$ cat src/rtl/serial_sum_recover_pkg.sv
// Shared types and default sizes for the bit-serial Sum - A recovery unit.
package serial_sum_recover_pkg;

    typedef enum logic [1:0] {
        IDLE  = 2'd0,
        SHIFT = 2'd1,
        DONE  = 2'd2
    } state_t;

    localparam int A_W_DEF   = 5;
    localparam int S_W_DEF   = 7;
    localparam int CNT_W_DEF = $clog2(S_W_DEF);

endpackage

$ cat src/rtl/serial_sum_recover_if.sv
// Request/result bundle between a client and the serial subtractor.
interface serial_sum_recover_if
    import serial_sum_recover_pkg::*;
#(
    parameter int A_W = A_W_DEF,
    parameter int S_W = S_W_DEF
);
    localparam int B_W = S_W - 1;

    logic           start;
    logic [S_W-1:0] Sum;
    logic [A_W-1:0] A;
    logic [B_W-1:0] B;
    logic           underflow;
    logic           range_err;
    logic           busy;
    logic           done;

    modport master (
        output start, Sum, A,
        input  B, underflow, range_err, busy, done
    );

    modport slave (
        input  start, Sum, A,
        output B, underflow, range_err, busy, done
    );
endinterface

$ cat src/rtl/serial_sum_recover_fs_cell.sv
// One-bit full subtractor: D = A - B - BI, BO is the borrow out.
module fs_cell (
    input  logic A,
    input  logic B,
    input  logic BI,
    output logic D,
    output logic BO
);
    assign D  = A ^ B ^ BI;
    assign BO = (~A & B) | (~A & BI) | (B & BI);
endmodule

$ cat src/rtl/serial_sum_recover.sv
// Recovers B = Sum - A one bit per clock, LSB first, using a single fs_cell.
module serial_sum_recover
    import serial_sum_recover_pkg::*;
#(
    parameter int A_W = A_W_DEF,
    parameter int S_W = S_W_DEF
) (
    input  logic                 clk,
    input  logic                 rst,
    serial_sum_recover_if.slave  bus
);
    localparam int B_W   = S_W - 1;
    localparam int CNT_W = $clog2(S_W);
    localparam logic [CNT_W-1:0] LAST_BIT = CNT_W'(S_W - 1);

    state_t           state_q, state_d;
    logic [S_W-1:0]   m_q, m_d;
    logic [S_W-1:0]   s_q, s_d;
    logic [S_W-1:0]   diff_q, diff_d;
    logic             bw_q, bw_d;
    logic [CNT_W-1:0] cnt_q, cnt_d;
    logic [B_W-1:0]   b_q, b_d;
    logic             underflow_q, underflow_d;
    logic             range_err_q, range_err_d;
    logic             busy_q, busy_d;
    logic             done_q, done_d;

    logic cell_d;
    logic cell_bo;

    fs_cell u_cell (
        .A  (m_q[0]),
        .B  (s_q[0]),
        .BI (bw_q),
        .D  (cell_d),
        .BO (cell_bo)
    );

    always_comb begin
        state_d     = state_q;
        m_d         = m_q;
        s_d         = s_q;
        diff_d      = diff_q;
        bw_d        = bw_q;
        cnt_d       = cnt_q;
        b_d         = b_q;
        underflow_d = underflow_q;
        range_err_d = range_err_q;
        busy_d      = busy_q;
        done_d      = 1'b0;

        case (state_q)
            IDLE: begin
                if (bus.start) begin
                    m_d     = bus.Sum;
                    s_d     = {{(S_W-A_W){1'b0}}, bus.A};
                    diff_d  = '0;
                    bw_d    = 1'b0;
                    cnt_d   = '0;
                    busy_d  = 1'b1;
                    state_d = SHIFT;
                end
            end
            SHIFT: begin
                diff_d = {cell_d, diff_q[S_W-1:1]};
                m_d    = {1'b0, m_q[S_W-1:1]};
                s_d    = {1'b0, s_q[S_W-1:1]};
                bw_d   = cell_bo;
                cnt_d  = cnt_q + 1'b1;
                if (cnt_q == LAST_BIT) begin
                    // The final difference bit is still in flight, so the low B_W
                    // bits of the finished result are diff_q's upper bits.
                    b_d         = diff_q[S_W-1:1];
                    underflow_d = cell_bo;
                    range_err_d = cell_d & ~cell_bo;
                    busy_d      = 1'b0;
                    done_d      = 1'b1;
                    state_d     = DONE;
                end
            end
            DONE: begin
                state_d = IDLE;
            end
            default: begin
                state_d = IDLE;
            end
        endcase
    end

    always_ff @(posedge clk) begin
        if (rst) begin
            state_q     <= IDLE;
            m_q         <= '0;
            s_q         <= '0;
            diff_q      <= '0;
            bw_q        <= 1'b0;
            cnt_q       <= '0;
            b_q         <= '0;
            underflow_q <= 1'b0;
            range_err_q <= 1'b0;
            busy_q      <= 1'b0;
            done_q      <= 1'b0;
        end else begin
            state_q     <= state_d;
            m_q         <= m_d;
            s_q         <= s_d;
            diff_q      <= diff_d;
            bw_q        <= bw_d;
            cnt_q       <= cnt_d;
            b_q         <= b_d;
            underflow_q <= underflow_d;
            range_err_q <= range_err_d;
            busy_q      <= busy_d;
            done_q      <= done_d;
        end
    end

    assign bus.B         = b_q;
    assign bus.underflow = underflow_q;
    assign bus.range_err = range_err_q;
    assign bus.busy      = busy_q;
    assign bus.done      = done_q;

endmodule

$ cat src/flat_wrapper.sv
// flat-port wrapper written by rule: the top's interface ports become plain ports
module serial_sum_recover_flat import serial_sum_recover_pkg::*;
#(
    parameter int A_W = A_W_DEF,
    parameter int S_W = S_W_DEF
)
  (clk, rst, bus_start, bus_Sum, bus_A, bus_B, bus_underflow, bus_range_err, bus_busy, bus_done);
  serial_sum_recover_if #(.A_W(A_W), .S_W(S_W)) bus_i ();
  input  logic clk;
  input  logic rst;
  input wire logic [$bits(bus_i.start)-1:0] bus_start;
  input wire logic [$bits(bus_i.Sum)-1:0] bus_Sum;
  input wire logic [$bits(bus_i.A)-1:0] bus_A;
  output wire logic [$bits(bus_i.B)-1:0] bus_B;
  output wire logic [$bits(bus_i.underflow)-1:0] bus_underflow;
  output wire logic [$bits(bus_i.range_err)-1:0] bus_range_err;
  output wire logic [$bits(bus_i.busy)-1:0] bus_busy;
  output wire logic [$bits(bus_i.done)-1:0] bus_done;
  assign bus_i.start = bus_start;
  assign bus_i.Sum = bus_Sum;
  assign bus_i.A = bus_A;
  assign bus_B = bus_i.B;
  assign bus_underflow = bus_i.underflow;
  assign bus_range_err = bus_i.range_err;
  assign bus_busy = bus_i.busy;
  assign bus_done = bus_i.done;
  serial_sum_recover #(.A_W(A_W), .S_W(S_W)) u_core (.clk(clk), .rst(rst), .bus(bus_i));
endmodule
$ cat config.mk
export PLATFORM = sky130hd
export DESIGN_NAME = serial_sum_recover_flat
export DESIGN_NICKNAME = d
export VERILOG_FILES = /design/src/rtl/serial_sum_recover_pkg.sv /design/src/rtl/serial_sum_recover_if.sv /design/src/rtl/serial_sum_recover_fs_cell.sv /design/src/rtl/serial_sum_recover.sv /design/src/flat_wrapper.sv
export SDC_FILE = /design/constraint.sdc
export NUM_CORES = 1
export LEC_CHECK = 0
export ABC_AREA = 0
export ABC_CLOCK_PERIOD_IN_PS = 2920
export CORE_UTILIZATION = 45
export CTS_BUF_LIST = sky130_fd_sc_hd__clkbuf_16
export CTS_CLUSTER_DIAMETER = 100
export CTS_CLUSTER_SIZE = 28
export DETAILED_ROUTE_END_ITERATION = 16
export MAX_ROUTING_LAYER = met4
export PLACE_DENSITY = 0.78
export SETUP_SLACK_MARGIN = 0.05
export SYNTH_ARGS = -nofsm -noshare
export SYNTH_HDL_FRONTEND = slang
export SYNTH_SLANG_ARGS = --single-unit
$ cat constraint.sdc
create_clock -name clk -period 2.92 [get_ports clk]
set_input_delay 0.584 -clock clk [delete_from_list [all_inputs] [get_ports clk]]
set_output_delay 0.584 -clock clk [all_outputs]
set_load 0.05 [all_outputs]
== Word-level counts from Yosys, hierarchy flattened ==
Cells that the tools add are included.
Widths: inputs -> output; s select.

* Bits of input ports: 15
* Latch bits: 0
* RAM bits: 0
* Memories: 0
* Logic and storage cells: 51
* Memory bits (read-only): 0
* Register bits after elaboration: 37

* Shift operators: 0
* Bitwise logic cells: 11
* Div/mod/pow operators: 0
* Equal/unequal tests: 4
* $mul: 0
* $add $sub $neg: 1
* Multiplexer cells: 17
* Reduce and logical (&&, ||, !) cells: 7
* $lt $le $gt $ge: 0

{| class="wikitable"
|+ Operator list
! operator !! count
|-
| $pmux 7 s2 || 3
|-
| $mux 7 || 3
|-
| $pmux 3 s2 || 1
|-
| $reduce_and 2->1 || 3
|-
| $and 1x1->1 || 4
|-
| $mux 1 || 4
|-
| $mux 2 || 2
|-
| $pmux 1 s2 || 2
|-
| $pmux 2 s2 || 1
|-
| $add 3x1->3 const B || 1
|-
| $eq 3x3->1 const B || 1
|-
| $mux 3 || 1
|-
| $not 1->1 || 3
|-
| $reduce_and 3->1 || 1
|-
| $eq 2x1->1 const B || 1
|-
| $logic_not 2->1 || 1
|-
| $ne 2x1->1 const B || 1
|-
| $ne 2x2->1 const B || 1
|-
| $or 1x1->1 || 2
|-
| $reduce_bool 2->1 || 1
|-
| $reduce_or 2->1 || 1
|-
| $xor 1x1->1 || 2
|}

== Logic depth before layout (Yosys ltp) ==
* Depth after elaboration: 6
* Depth in mapped cells: 6
* Depth with buffers taken out: 5

== By module ==
From an unflattened synthesis, not the netlist that was laid out.

* Cell total of the unflattened synthesis: 156
* Area total of the unflattened synthesis: 1386.3 sq um

{| class="wikitable"
|+ Modules (own cells, without submodules)
! module !! sequential area each (sq um) !! cells an instance !! area each (sq um) !! instances
|-
| serial_sum_recover || 680.7 || 153 || 1358.8 || 1
|-
| fs_cell || 0.0 || 3 || 27.5 || 1
|}

== Worst setup path before layout ==
OpenSTA, ideal clock, no wires.

* Kind: input-to-reg
* From: input port rst
* To: register u_core.s_q[3]
* Library setup time: 0.141 ns
* Arrival time: 1.212 ns
* Stages: 3
* Path buffers: 2
* Slack: 1.567 ns
* Required time: 2.779 ns
* Cells stage by stage: buf_2 buf_1 nor3_1

{| class="wikitable"
|+ RTL lines
! what !! RTL line !! RTL
|-
| start: declaration || flat_wrapper.sv:10 || <nowiki>input logic rst;</nowiki>
|-
| end signal: assignment || serial_sum_recover.sv:94 || <nowiki>s_q <= '0;</nowiki>
|-
| end signal: assignment || serial_sum_recover.sv:106 || <nowiki>s_q <= s_d;</nowiki>
|-
| end: declaration || serial_sum_recover.sv:18 || <nowiki>logic [S_W-1:0] s_q, s_d;</nowiki>
|}

No word-level cell between the ends.

== Worst setup path in the final report ==
* From: register u_core.busy_q, in the netlist u_core.bus.busy
* To: output port bus_busy

{| class="wikitable"
|+ RTL lines
! what !! RTL line !! RTL
|-
| start: declaration || serial_sum_recover.sv:25 || <nowiki>logic busy_q, busy_d;</nowiki>
|-
| start signal: assignment || serial_sum_recover.sv:113 || <nowiki>busy_q <= busy_d;</nowiki>
|-
| end: declaration || flat_wrapper.sv:17 || <nowiki>output wire logic [$bits(bus_i.busy)-1:0] bus_busy;</nowiki>
|}

No word-level cell between the ends.

==> results.ini <==
[sta]
finalCritPeriodShare_pct=69.0
slew_violations=0
fin_skew_ps=2.07
tns_ps=0
hold_viol_final=0
fmax_mhz=496
rsz0062_at_grt=no
tightestPinTransition_ps=758
relSlewSlack_pct=49.5
period_needed_ps=2020
finalSetupViolations=0

[grt]
track_usage_pct=17.5
grt.overflow.total=0
grt_pass1_vias=1044
antenna_found_initial=0
grt_pass1_wl_microns=4360
grt_max_degree=30

[route]
viasPerCell=5.15
antenna_left=0
vias=1133
post_drt_wl_per_cell_microns=11.8
dr.pass1.iters=4
drc=0
wirelength_microns=2600
drt_iter0_drc=34

[floorplan]
rows=20
dieArea_sq_mm=0.00350
num_io_pins=25
core-area_sq_mm=0.00308
start_util_pct=47.7
die_x_microns=59.1
die_height_microns=59.1

[power]
vdd_drop_max_uv=276
p_leak_uw=0.000694
powerDensity_mw_per_mm2=598

[synth]
synth_nets=172
yosys_warnings=0
yosys-top-cells-area=dfxtp_1 46%, nor2_1 6.6%, a211oi_2 6.0%
ys_seq_elements=34
yosysSeqAreaShare_pct=46.3
syn-cell-area_sq_mm=0.00147
yosys.area.top_type_share_pct=46.3
synthDistinctLibCells=35
yosysTopAreaCell=dfxtp_1
netlist_instances=154
syn-mean-instance-area_sq_um=9.54

[placed_design]
dp_hpwl_microns=1770
gp_congestion=0.737
io_buffers=24

[setup_path]
path_buf_inv=1
slowest_stage=clkdlybuf4s50_1
startpoint_type=flop
path_cells=clkdlybuf4s50_1
worst-setup-path-type=flop to output pin
end_kind=output pin
critPathTopFamily=buffers and inverters
crit_path_max_incr_delay_ps=810
cp_data_arrival_time_ps=1430
cp_max_fo=3
required_ps=2340

[clock_tree]
cts.clk_slew.worst_paths_ps=50
postCtsSetupBuffers=0
cts_tree=yes
cts_buffer_depth=2
cts_root_buf=clkbuf_16
clk_latency_ps=270
h-tree-depth=2
cts_buffers=5
cts_resized=0
postCtsHoldBufs=0
cts.sinks=34

[layout]
syn_to_final_growth_pct=24.2
postLayoutCoreUtil_pct=59.3
drive_above_1_share_pct=11.9
layout_commonest_cell=dfxtp_1
num_antenna_cells=0
layout_common_cells=34 x dfxtp_1, 26 x nor2_1, 24 x clkdlybuf4s50_1
nets=193

[flow_run]
max-cap-violations=0

[outcome]
status=finished clean

[worst_hold_path]
hold_class=flop to flop

[metal layers]
metal | vias to the layer above | GRT usage (%) | share of wire [%]
met5 | - | - | 0
met4 | 0 | 9.18 | 2.3
met3 | 7 | 4.59 | 3.6
met2 | 24 | 28.7 | 50
met1 | 528 | 19.6 | 44
li1 | 574 | - | -
[path summary, 6_finish.rpt]
| kind | start | end | slack, ps | cells after the start |
|---|---|---|---|---|
| setup reg to reg | u_core.state_q[0]$_SDFFE_PP0P_ | u_core.m_q[5]$_SDFFE_PP0P_ | 1110 | 2 |
| hold / removal | u_core.bus.B[4]$_SDFFE_PP0P_ | u_core.bus.B[4]$_SDFFE_PP0P_ | 450 | 2 |
| hold reg to reg | u_core.bus.B[4]$_SDFFE_PP0P_ | u_core.bus.B[4]$_SDFFE_PP0P_ | 450 | 2 |
| setup / recovery | u_core.bus.busy$_SDFFE_PP0P_ | bus_busy | 900 | 1 |
[power by group]
group | switching (uW) | total, uW | internal (uW)
clock network | 175 | 482 | 307
logic | 55.5 | 109 | 53.2
registers | 15.3 | 500 | 485
[area by class of cell]
type | count | area (sq um)
Fill cell | 274 | 1250
Multi-Input combinational cell | 104 | 684
Sequential cell | 34 | 681
Timing Repair Buffer | 25 | 248
Clock buffer | 5 | 125
Tap cell | 44 | 55.1
Inverter | 5 | 18.8
Clock inverter | 3 | 12.5
[cell families after synthesis]
| kind of cell | share of synthesized area [%] |
|---|---|
| simple gates | 19.0 |
| compound gates | 21.1 |
| flops | 46.3 |
| buf+inv | 7.07 |
| mux | 3.41 |
| fa+ha+maj | 3.07 |
[state kept, by name, summed over array words and instances (netlist names)]
name / cells
u_core.bus.busy: 1
u_core.bus.done: 1
u_core.cnt_q: 3
u_core.s_q: 5
u_core.state_q: 2
u_core.m_q: 7
u_core.bus.underflow: 1
u_core.bus.B: 6
u_core.bus.range_err: 1
u_core.bw_q: 1
u_core.diff_q: 6
[cells in the mapped netlist]
| master | number |
|---|---|
| nand4b_2 | 1 |
| nand2_1 | 15 |
| or3b_1 | 1 |
| nor3_1 | 4 |
| o21bai_4 | 1 |
| a311oi_1 | 1 |
| buf_2 | 2 |
| a22oi_1 | 8 |
| nor4_1 | 2 |
| dfxtp_1 | 34 |
| nor2_1 | 26 |
| buf_1 | 1 |
| ha_1 | 2 |
| nand2b_1 | 2 |
| a21oi_2 | 1 |
| nor2b_1 | 2 |
| buf_4 | 1 |
| and4b_1 | 1 |
| mux2i_1 | 5 |
| o221a_2 | 1 |
| a21oi_1 | 11 |
| nor2_2 | 1 |
| fa_1 | 1 |
| or2b_1 | 1 |
| clkbuf_1 | 2 |
| a2bb2oi_1 | 2 |
| a211oi_2 | 7 |
| nor3b_1 | 2 |
| inv_1 | 5 |
| nand3_1 | 1 |
| a2111oi_2 | 1 |
| o21ba_2 | 1 |
| a21o_1 | 1 |
| buf_6 | 5 |
| o21ai_0 | 2 |
[worst min-delay path, stage by stage (launching register included)]
cell     delay (ps)
dfxtp_1         300
nand2_1          50
a21oi_1          50
[stage by stage]
stage	area, sq um	total power, uW	cells	setup WS [ps]	hold WS, ps
6_report	1820	1090	220	904	452
5_1_grt	1820	1130	220	868	469
4_1_cts	1820	1100	220	891	454
3_5_place_dp	1690	618	212	809	447
3_3_place_gp	1690	614	212	886	445
2_1_floorplan	1470	589	154	1570	432
No activity file was read; power rests on OpenSTA's default activity.
